[src/rtl/alu_nibble_sequencer_pkg.sv]
// alu_nibble_sequencer_pkg: shared state encoding and nibble width for the ALU nibble sequencer
package alu_nibble_sequencer_pkg;
  localparam int NIB = 4;
  typedef enum logic [1:0] {IDLE, RUN, DONE} state_t;
endpackage

[src/rtl/alu_nibble_sequencer.sv]
// alu_nibble_sequencer: streams wide operands nibble by nibble through a 4-bit ALU slice and reassembles the result
module alu_nibble_sequencer
  import alu_nibble_sequencer_pkg::*;
#(
  parameter int NIBBLES = 4
) (
  input  logic                   clk,
  input  logic                   rst,
  input  logic                   start,
  input  logic [NIB*NIBBLES-1:0] op_a,
  input  logic [NIB*NIBBLES-1:0] op_b,
  input  logic                   op_m,
  input  logic [3:0]             op_s,
  input  logic                   op_cin,
  output logic                   ready,
  output logic                   done,
  output logic [NIB*NIBBLES-1:0] result,
  output logic                   res_cout,
  output logic                   res_zero,
  output logic [3:0]             alu_a,
  output logic [3:0]             alu_b,
  output logic                   alu_m,
  output logic [3:0]             alu_s,
  output logic                   alu_cin,
  input  logic [3:0]             alu_f,
  input  logic                   alu_cout
);
  localparam int W  = NIB * NIBBLES;
  localparam int CW = (NIBBLES > 1) ? $clog2(NIBBLES) : 1;
  state_t         state_q, state_d;
  logic [CW-1:0]  cnt_q;
  logic [W-1:0]   a_q, b_q, acc_q, acc_d, result_q;
  logic           m_q, carry_q, last_cin_q, cout_q, zero_q;
  logic [3:0]     s_q;
  logic           last;
  assign last = cnt_q == CW'(NIBBLES - 1);
  // state, operand latches, nibble accumulation and the result published on the final nibble
  always_ff @(posedge clk) begin
    if (rst) begin
      state_q    <= IDLE;
      cnt_q      <= '0;
      a_q        <= '0;
      b_q        <= '0;
      m_q        <= 1'b0;
      s_q        <= 4'h0;
      carry_q    <= 1'b1;
      last_cin_q <= 1'b0;
      acc_q      <= '0;
      result_q   <= '0;
      cout_q     <= 1'b1;
      zero_q     <= 1'b1;
    end else begin
      state_q <= state_d;
      if (state_q == IDLE && start) begin
        a_q     <= op_a;
        b_q     <= op_b;
        m_q     <= op_m;
        s_q     <= op_s;
        carry_q <= op_cin;
        cnt_q   <= '0;
      end
      if (state_q == RUN) begin
        acc_q      <= acc_d;
        carry_q    <= alu_cout;
        last_cin_q <= carry_q;
        if (last) begin
          result_q <= acc_d;
          zero_q   <= acc_d == '0;
          cout_q   <= m_q ? 1'b1 : alu_cout;
        end else begin
          cnt_q <= cnt_q + 1'b1;
        end
      end
    end
  end
  // next state: IDLE -> RUN on start, RUN -> DONE after the top nibble, DONE -> IDLE
  always_comb begin
    state_d = (state_q == IDLE) ? (start ? RUN : IDLE) :
              (state_q == RUN)  ? (last ? DONE : RUN)  : IDLE;
  end
  // merge the current ALU nibble into the partial result
  always_comb begin
    acc_d = acc_q;
    acc_d[cnt_q*NIB +: NIB] = alu_f;
  end
  // outputs come from registers only; alu_cin keeps its last driven value outside RUN
  always_comb begin
    ready    = state_q == IDLE;
    done     = state_q == DONE;
    result   = result_q;
    res_cout = cout_q;
    res_zero = zero_q;
    alu_a    = a_q[cnt_q*NIB +: NIB];
    alu_b    = b_q[cnt_q*NIB +: NIB];
    alu_m    = m_q;
    alu_s    = s_q;
    alu_cin  = (state_q == RUN) ? carry_q : last_cin_q;
  end
endmodule

[config.mk]
export PLATFORM = sky130hd
export DESIGN_NAME = alu_nibble_sequencer
export DESIGN_NICKNAME = d
export VERILOG_FILES = /design/src/rtl/alu_nibble_sequencer_pkg.sv /design/src/rtl/alu_nibble_sequencer.sv
export SDC_FILE = /design/constraint.sdc
export NUM_CORES = 1
export LEC_CHECK = 0
export BUFFER_PORTS_ARGS = -buffer_cell sky130_fd_sc_hd__buf_2
export CORE_AREA = 2 2 72 126
export CTS_CLUSTER_SIZE = 40
export DETAILED_ROUTE_END_ITERATION = 8
export DIE_AREA = 0 0 74 128
export GPL_ROUTABILITY_DRIVEN = 0
export PLACE_DENSITY = 0.63
export SYNTH_ARGS = -nofsm -noshare
export SYNTH_HDL_FRONTEND = slang
export SYNTH_SLANG_ARGS = --single-unit
[constraint.sdc]
create_clock -name clk -period 6.4 [get_ports clk]
set_input_delay 0.32 -clock clk [delete_from_list [all_inputs] [get_ports clk]]
set_output_delay 0.32 -clock clk [all_outputs]
set_load 0.01 [all_outputs]
# Yosys cells after proc, flatten, opt, wreduce, memory -nomap -nowiden
# Index checks and enable logic that the tools add are counted.
[word_totals] regBits=77 latchBits=0 mem_bits_rw=0 rom_bits=0 inputBits=46 out_inout_bits=34 wordCells=38 memories=0
[classes] n_addsub=2 n_mul=0 div=0 magnitude_cmp=0 eq_ne=3 shifts=4 muxes=12 bitwise=0 reduce_logical=5
[ops] cell="$neg A4 Y34" count=1
[ops] cell="$shift A4 B34 Y16 const A" count=1
[ops] cell="$shiftx A4 B34 Y16" count=1
[ops] cell="$shiftx A16 B5 Y4" count=2
[ops] cell="$bwmux W16" count=1
[ops] cell="$logic_not A16 Y1" count=1
[ops] cell="$mux W2" count=6
[ops] cell="$mux W1" count=5
[ops] cell="$eq A2 B2 Y1 const B" count=2
[ops] cell="$add A2 B1 Y2 const B" count=1
[ops] cell="$eq A2 B1 Y1 const B" count=1
[ops] cell="$logic_not A2 Y1" count=1
[ops] cell="$reduce_and A2 Y1" count=1
[ops] cell="$reduce_bool A2 Y1" count=1
[ops] cell="$logic_and A1 B1 Y1" count=1

# Logic depth before layout (Yosys ltp)
# Gate-level depths: netlist (run 1).
[depth] depth_word=5 mapped_depth=8 mapped_depth_nobuf=6

# Least setup slack after synthesis (run 1)
# OpenSTA, ideal clock, no wires.
[synth_path] kind="register to register" from="register cnt_q[1]" to="register zero_q (netlist: res_zero)" arrival_ns=1.973 required_ns=6.284 setup_slack_ns=4.311 path_stages_with_launch=8 n_path_buf=1 period_less_slack_ns=2.089 path_cell_list="dfxtp_1 clkbuf_1 inv_1 ha_1 or3b_4 a21oi_1 o21ai_0 a31o_2"
[synth_via] elab_chain_cells=4 word_cells_on_any_way=7 cone_classes="add/sub (1); eq/ne (1); shift (2); mux (1); reduce/logical (2)"
[synth_lines] item="start: declaration" line="alu_nibble_sequencer.sv:31" text="logic [CW-1:0] cnt_q;"
[synth_lines] item="start signal: assignment" line="alu_nibble_sequencer.sv:71" text="cnt_q <= cnt_q + 1'b1;"
[synth_lines] item="$neg A4 Y34" line="alu_nibble_sequencer.sv:84" text="acc_d[cnt_q*NIB +: NIB] = alu_f;"
[synth_lines] item="$shiftx A4 B34 Y16 or $shift A4 B34 Y16 (tied branches)" line="alu_nibble_sequencer.sv:84"
[synth_lines] item="$bwmux W16" line="alu_nibble_sequencer.sv:84"
[synth_lines] item="$logic_not A16 Y1" line="alu_nibble_sequencer.sv:68" text="zero_q <= acc_d == '0;"
[synth_lines] item="end signal: assignment" line="alu_nibble_sequencer.sv:51" text="zero_q <= 1'b1;"
[synth_lines] item="end signal: assignment" line="alu_nibble_sequencer.sv:68"
[synth_lines] item="end: declaration" line="alu_nibble_sequencer.sv:33" text="logic m_q, carry_q, last_cin_q, cout_q, zero_q;"
# Several ways; a longest one is shown, not always the timed one.
# A chain may end at the register's enable or synchronous reset.

# Worst setup path in the final report (run 1)
[layout_path] from="register cnt_q[0]" to="register zero_q (netlist: res_zero)"
[layout_via] word_cells_on_any_way=7 cone_classes="add/sub (1); eq/ne (1); shift (2); mux (1); reduce/logical (2)"
[layout_lines] item="$eq A2 B2 Y1" line="alu_nibble_sequencer.sv:36" text="assign last = cnt_q == CW'(NIBBLES - 1);"
[layout_lines] item="net last" line="alu_nibble_sequencer.sv:35" text="logic last;"
[layout_lines] item="$reduce_and A2 Y1 (no line)"
# The timed path passes the listed nets, and every way through them passes these cells.

==> results of run 1 <==
power breakdown:
group	internal (uW)	switching, uW
Sequential	501	15.7
Combinational	53.2	68.3
Clock	261	179
Total	815	263
synthesized netlist by cell type (2+ instances only):
| library cell | instances | share of area [%] |
|---|---|---|
| nand2_1 | 82 | 9.3 |
| dfxtp_1 | 77 | 47 |
| a21oi_1 | 43 | 6.5 |
| nor2_1 | 42 | 4.8 |
| clkbuf_1 | 14 | 1.6 |
| nor3_1 | 13 | 2.0 |
| buf_2 | 11 | 1.7 |
| a32oi_1 | 9 | 2.4 |
| a211oi_1 | 8 | 1.8 |
| a221oi_1 | 8 | 2.1 |
| mux4_2 | 8 | 5.4 |
| a211oi_2 | 6 | 2.3 |
| ha_1 | 6 | 2.3 |
| inv_1 | 6 | 0.68 |
| and2b_2 | 4 | 1.1 |
| nor2b_1 | 4 | 0.76 |
| a22oi_2 | 2 | 0.76 |
| buf_4 | 2 | 0.45 |
| clkbuf_2 | 2 | 0.30 |
| mux2_2 | 2 | 0.68 |
| nand2b_1 | 2 | 0.38 |
| nor2_8 | 2 | 1.2 |
| nor3b_1 | 2 | 0.45 |
| nor4_1 | 2 | 0.38 |
| o21ai_0 | 2 | 0.30 |
cell families (layout without fill, tap and decap cells):
logic type	after synthesis	in the layout	share of synthesized area [%]
DFF	77	77	46.5
buffers and inverters	35	104	4.68
AOI/OAI and AO/OA	86	86	18.0
and+or+nand+nor	159	159	22.1
muxes	11	11	6.42
adders and majority gates	6	6	2.27
flip-flops by register name, summed over array words and instances, names as in the netlist, 2 cells and up:
register and flops:
alu_s 4, acc_q 16, state_q 2, result 16, a_q 16, b_q 16, cnt_q 2
cell type report:
type	count	area share, %
Multi-Input combinational cell	262	40.5
Clock inverter	2	0.250
Inverter	6	0.562
Clock buffer	14	6.09
Tap cell	117	3.65
Sequential cell	77	38.5
Timing Repair Buffer	82	10.4
per-layer routing:
metal  vias up  track usage [%]  wire (um)
li1       1433                -          -
met1      1336             19.7       2990
met2        73             29.0       4000
met3        25             4.09        342
met4         0             10.2        293
met5         -                0          0
worst min-delay path, delay by kind of cell:
kind,cells,cell delay [ns]
compound gates,1,0.05
buf+inv,1,0.09
simple gates,1,0.04
metrics by stage:
stage                     hold slack [ns]  utilization (%)  total power, uW
final                               0.216             47.1             1080
after global routing                0.225             47.1             1120
after CTS                           0.212             47.1             1090
after detailed placement            0.445             44.1              650
after global placement              0.441             44.1              647
after floorplan                     0.433                -              609
final timing paths:
| check | end | cells after the start | start |
|---|---|---|---|
| hold reg to reg | a_q[10]$_SDFFE_PP0P_ | 2 | a_q[10]$_SDFFE_PP0P_ |
| setup reg to reg | res_zero$_SDFFE_PP1P_ | 5 | cnt_q[0]$_SDFF_PP0_ |
| hold / removal | a_q[10]$_SDFFE_PP0P_ | 3 | op_a[10] |
| setup / recovery | res_zero$_SDFFE_PP1P_ | 5 | cnt_q[0]$_SDFF_PP0_ |
==> flow_summary.ini, run 1 <==
[run_status]
status = finished clean

[cts]
postCtsSetupRepairBufs = 0
cts.htree.levels = 3
clock_path_buffers = 2
cts-root-buf = clkbuf_16
cts_resized = 0
cts_hold_buf = 0
cts_made_buffers = 9
cts_tree = yes
clk_pin_slew_ns = 0.06
clock_latency_ns = 0.34
cts_sinks = 77

[critical_path]
slowest_delay_ns = 0.86
critical-path-top-delay-family = simple AND/OR/NAND/NOR gates
end_kind = register
worstPathRequired_ns = 6.69
cp_num_buf_inv = 0
critical_path_class = register to register
crit_fanout = 25
path_cells = ha_1 -> and3b_1 -> o21ai_0 -> nor3b_1 -> a31o_2
r2r_setup_slack_ns = 3.71
crit_slowest_cell = dfxtp_1
arrival_ns = 2.98
critPathLaunchType = register

[hold_path]
hp-class = input port to register

[die]
initial_core_util_pct = 39.0
dieArea_mm2 = 0.00947
core_mm2 = 0.00850
die_w_um = 74
rows = 45
die_y_um = 128
pin_count = 80

[finish]
stdcell_count = 560
register_area_mm2 = 0.00154
drive_gt1_share_pct = 27.8
final_common_cell = nand2_1
nets = 490
fillers = 851
syn_to_final_growth_pct = 21.0
fin_area_mm2 = 0.00401
antennaDiodeCount = 0
multiInputGateArea_mm2 = 0.00162
layout_common_cells = nand2_1, buf_2, dfxtp_1

[sta]
fin_ws_ns = 3.71
rsz0062_at_grt = false
final.setup.tns_ns = 0
clock_skew_ns = 0.00638
slew_headroom_pct = 21.1
hold_viol = 0
setup_violations = 0
fmax_mhz = 371
maxSlewViolCount = 0
finalCritPeriodShare_pct = 42.1
period_minus_slack_ns = 2.69
worstMarginPinSlew_ns = 1.18

[placement]
post-place-ws_ns = 3.67
portBuffers = 79
dpl_cell_area_mm2 = 0.00375
dp_cells = 544
place_hpwl_um = 5460

[grt]
grt_max_degree = 78
overflow = 0
grt_pass1_wl_um = 12800
antenna_found_initial = 0
grt.total_usage_pct = 17.4
grt_pass1_vias = 2756

[logic_synthesis]
ys_async_sr_fraction_pct = 0
synth_cells = 374
synth_cell_type_count = 40
seq_area_frac_synth_pct = 46.5
synth-seq-cells = 77
synth_flop_cell = dfxtp_1
synth-edff-count = 0
yosysWarnings = 0
synth_area_per_cell_um2 = 8.86
syn_area_mm2 = 0.00331
synth_nets = 426

[pwr]
p_leak_uw = 0.00165
power.density_mw_per_mm2 = 269
irDropWorstVdd_mv = 0.206

[detailed_routing]
first_iter_violations = 156
routed_via_density = 5.12
drtAntennaViolNets = 0
dr_total_vias = 2867
routed_wl_um = 7620
drtPass1Iterations = 4
wl_per_cell_um = 13.6
drcViolationCount = 0

[flow_run]
max_cap_viol_count = 0
Note: power is estimated with default switching activity, not from simulation.
==> run 2: changes to the inputs <==
--- a/config.mk
+++ b/config.mk
@@ -5,13 +5,14 @@
 export SDC_FILE = /design/constraint.sdc
 export NUM_CORES = 1
 export LEC_CHECK = 0
+export ABC_AREA = 1
 export BUFFER_PORTS_ARGS = -buffer_cell sky130_fd_sc_hd__buf_2
-export CORE_AREA = 2 2 72 126
+export CORE_AREA = 2 2 74 128
 export CTS_CLUSTER_SIZE = 40
 export DETAILED_ROUTE_END_ITERATION = 8
-export DIE_AREA = 0 0 74 128
+export DIE_AREA = 0 0 76 130
 export GPL_ROUTABILITY_DRIVEN = 0
-export PLACE_DENSITY = 0.63
+export PLACE_DENSITY = 0.65
 export SYNTH_ARGS = -nofsm -noshare
 export SYNTH_HDL_FRONTEND = slang
 export SYNTH_SLANG_ARGS = --single-unit
==> constraint.sdc (replaced) <==
create_clock -name clk -period 2.4 [get_ports clk]
set_input_delay 0.12 -clock clk [delete_from_list [all_inputs] [get_ports clk]]
set_output_delay 0.12 -clock clk [all_outputs]
set_load 0.01 [all_outputs]
==> flow_summary.ini, run 2 <==
[critical_path]
critPathLaunchType = register
slowest_delay_ns = 0.56
end_kind = output pin
crit_slowest_cell = inv_1
cp_num_buf_inv = 2
worstPathRequired_ns = 2.28
crit_fanout = 21
path_cells = nand2_4 -> inv_1 -> nand2_1 -> nand2_1 -> buf_2
arrival_ns = 1.86
path_common_cell = nand2_1
critical_path_class = register to output pin
critical-path-top-delay-family = buffers and inverters

[sta]
period_minus_slack_ns = 1.98
whs_ns = 0.0233
setup_violations = 0
clock_skew_ns = 0.00513
final.setup.tns_ns = 0
finalCritPeriodShare_pct = 82.5
maxSlewViolCount = 0
fmax_mhz = 505
worstMarginPinSlew_ns = 0.869
hold_viol = 0
rsz0062_at_grt = false
slew_headroom_pct = 42.0

[logic_synthesis]
synth_flop_cell = dfxtp_1
synth_cells = 500
synth_compound_area_share_pct = 15.6
netlist.area_leader.share_pct = 44.8
ys_async_sr_fraction_pct = 0
yosysWarnings = 0
synthAdderAreaFrac_pct = 2.18
synth_top_family_by_area = simple AND/OR/NAND/NOR gates
synth.area.top_cells = dfxtp_1, nor2_1, o21ai_0, nand2_1, inv_1
synth_cell_type_count = 23
synth_area_leader_cell = dfxtp_1
syn_area_mm2 = 0.00344
synth_nets = 552
synth_commonest_cells = nor2_1, o21ai_0, dfxtp_1, nand2_1, inv_1
muxShareOfSynthArea_pct = 0
synth_area_per_cell_um2 = 6.89
synth-simple-area-share_pct = 28.9
yosysMostFrequentCell = nor2_1
synth-seq-cells = 77
synthXorXnorAreaFrac_pct = 0
synth-edff-count = 0
seq_area_frac_synth_pct = 44.8

[pwr]
p_leak_uw = 0.00218
irDropWorstVdd_mv = 0.604
power.density_mw_per_mm2 = 800

[die]
dieArea_mm2 = 0.00988
die_w_um = 76
pin_count = 80
die_y_um = 130
initial_core_util_pct = 38.6
core_mm2 = 0.00892
rows = 46

[detailed_routing]
wl_per_cell_um = 12.1
routed_via_density = 4.80
dr_total_vias = 3353
first_iter_violations = 196
drtPass1Iterations = 4
drtAntennaViolNets = 0
drcViolationCount = 0
routed_wl_um = 8450

[run_status]
status = finished clean

[finish]
syn_to_final_growth_pct = 23.9
drive_gt1_share_pct = 18.9
layout_common_cells = nor2_1, buf_2, o21ai_0
nets = 625
antennaDiodeCount = 0
final_common_cell = nor2_1

[cts]
clock_path_buffers = 2
cts_resized = 0
cts.htree.levels = 3
cts_sinks = 77
cts-root-buf = clkbuf_16
postCtsSetupRepairBufs = 0
clock_latency_ns = 0.33
clk_pin_slew_ns = 0.06
cts_made_buffers = 9
cts_hold_buf = 0
cts_tree = yes

[grt]
grt_pass1_vias = 3166
grt_max_degree = 38
overflow = 0
grt_pass1_wl_um = 14300
antenna_found_initial = 0
grt.total_usage_pct = 18.1

[placement]
portBuffers = 79
place_hpwl_um = 6140

[hold_path]
hp-class = input port to register

[flow_run]
max_cap_viol_count = 0
run 2: cell types whose count changed after synthesis, sizes merged, moves of 6 or more:
cell and change:
nor2 +103, o21ai +76, a21oi -40, inv +38, nand3 +23, a211oi -14
nor3 -13, a32oi -9, a221oi -8, mux4 -8, o21a +7, o22ai +7
nand2 -6
run 2: tightest hold or removal path: stages:
cell and delay, ns:
buf_2 0.09, nand2_1 0.05, nand3_1 0.07
run 2: final timing paths:
kind / endpoint / slack (ns) / start / cells past startpoint
hold / removal: carry_q$_SDFFE_PP1P_ / 0.02 / alu_cout / 3
setup / recovery: alu_cin / 0.42 / state_q[0]$_SDFF_PP0_ / 5
setup reg to reg: res_zero$_SDFFE_PP1P_ / 0.47 / cnt_q[0]$_SDFF_PP0_ / 10
hold reg to reg: res_cout$_SDFFE_PP1P_ / 0.46 / res_cout$_SDFFE_PP1P_ / 2
run 2: layout make-up:
class | count | area (um2)
fillers | 935 | 4650
multi-input cells | 353 | 1610
flip-flops and latches | 77 | 1540
repair buffers | 88 | 463
clock buffers | 12 | 246
inverters | 44 | 165
well taps | 120 | 150
clock inverters | 4 | 95.1
run 2: kinds of logic (layout without fill, tap and decap cells):
kind of cell               Yosys count  count (layout)
and+or+nand+nor                    247             247
AOI/OAI and AO/OA                  100             100
DFF                                 77              77
buffers and inverters               70             148
adders and majority gates            6               6
run 2: routing by layer:
layer	wire, um	track usage (%)
met4	165	8.66
met1	3470	19.1
met2	4450	34.3
met5	0	0
met3	368	3.60
run 2: power breakdown:
group / switching, uW / leakage [uW] / total [uW] / internal, uW
Combinational: 292 / 0.00138 / 465 / 173
Clock: 501 / 0.000167 / 1540 / 1040
Sequential: 42.3 / 0.000633 / 1410 / 1360
Total: 836 / 0.00218 / 3410 / 2580
run 2: stage by stage:
stage                     setup WS (ns)  cell area [um2]  util (%)  power, uW  instances
after CTS                         0.390             4270      47.8       3440        698
after detailed placement          0.535             3930      44.0       1900        682
after floorplan                   0.498             3440         -       1750        500
after global placement            0.586             3930      44.0       1890        682
final                             0.420             4270      47.8       3410        698
after global routing              0.227             4270      47.8       3580        698
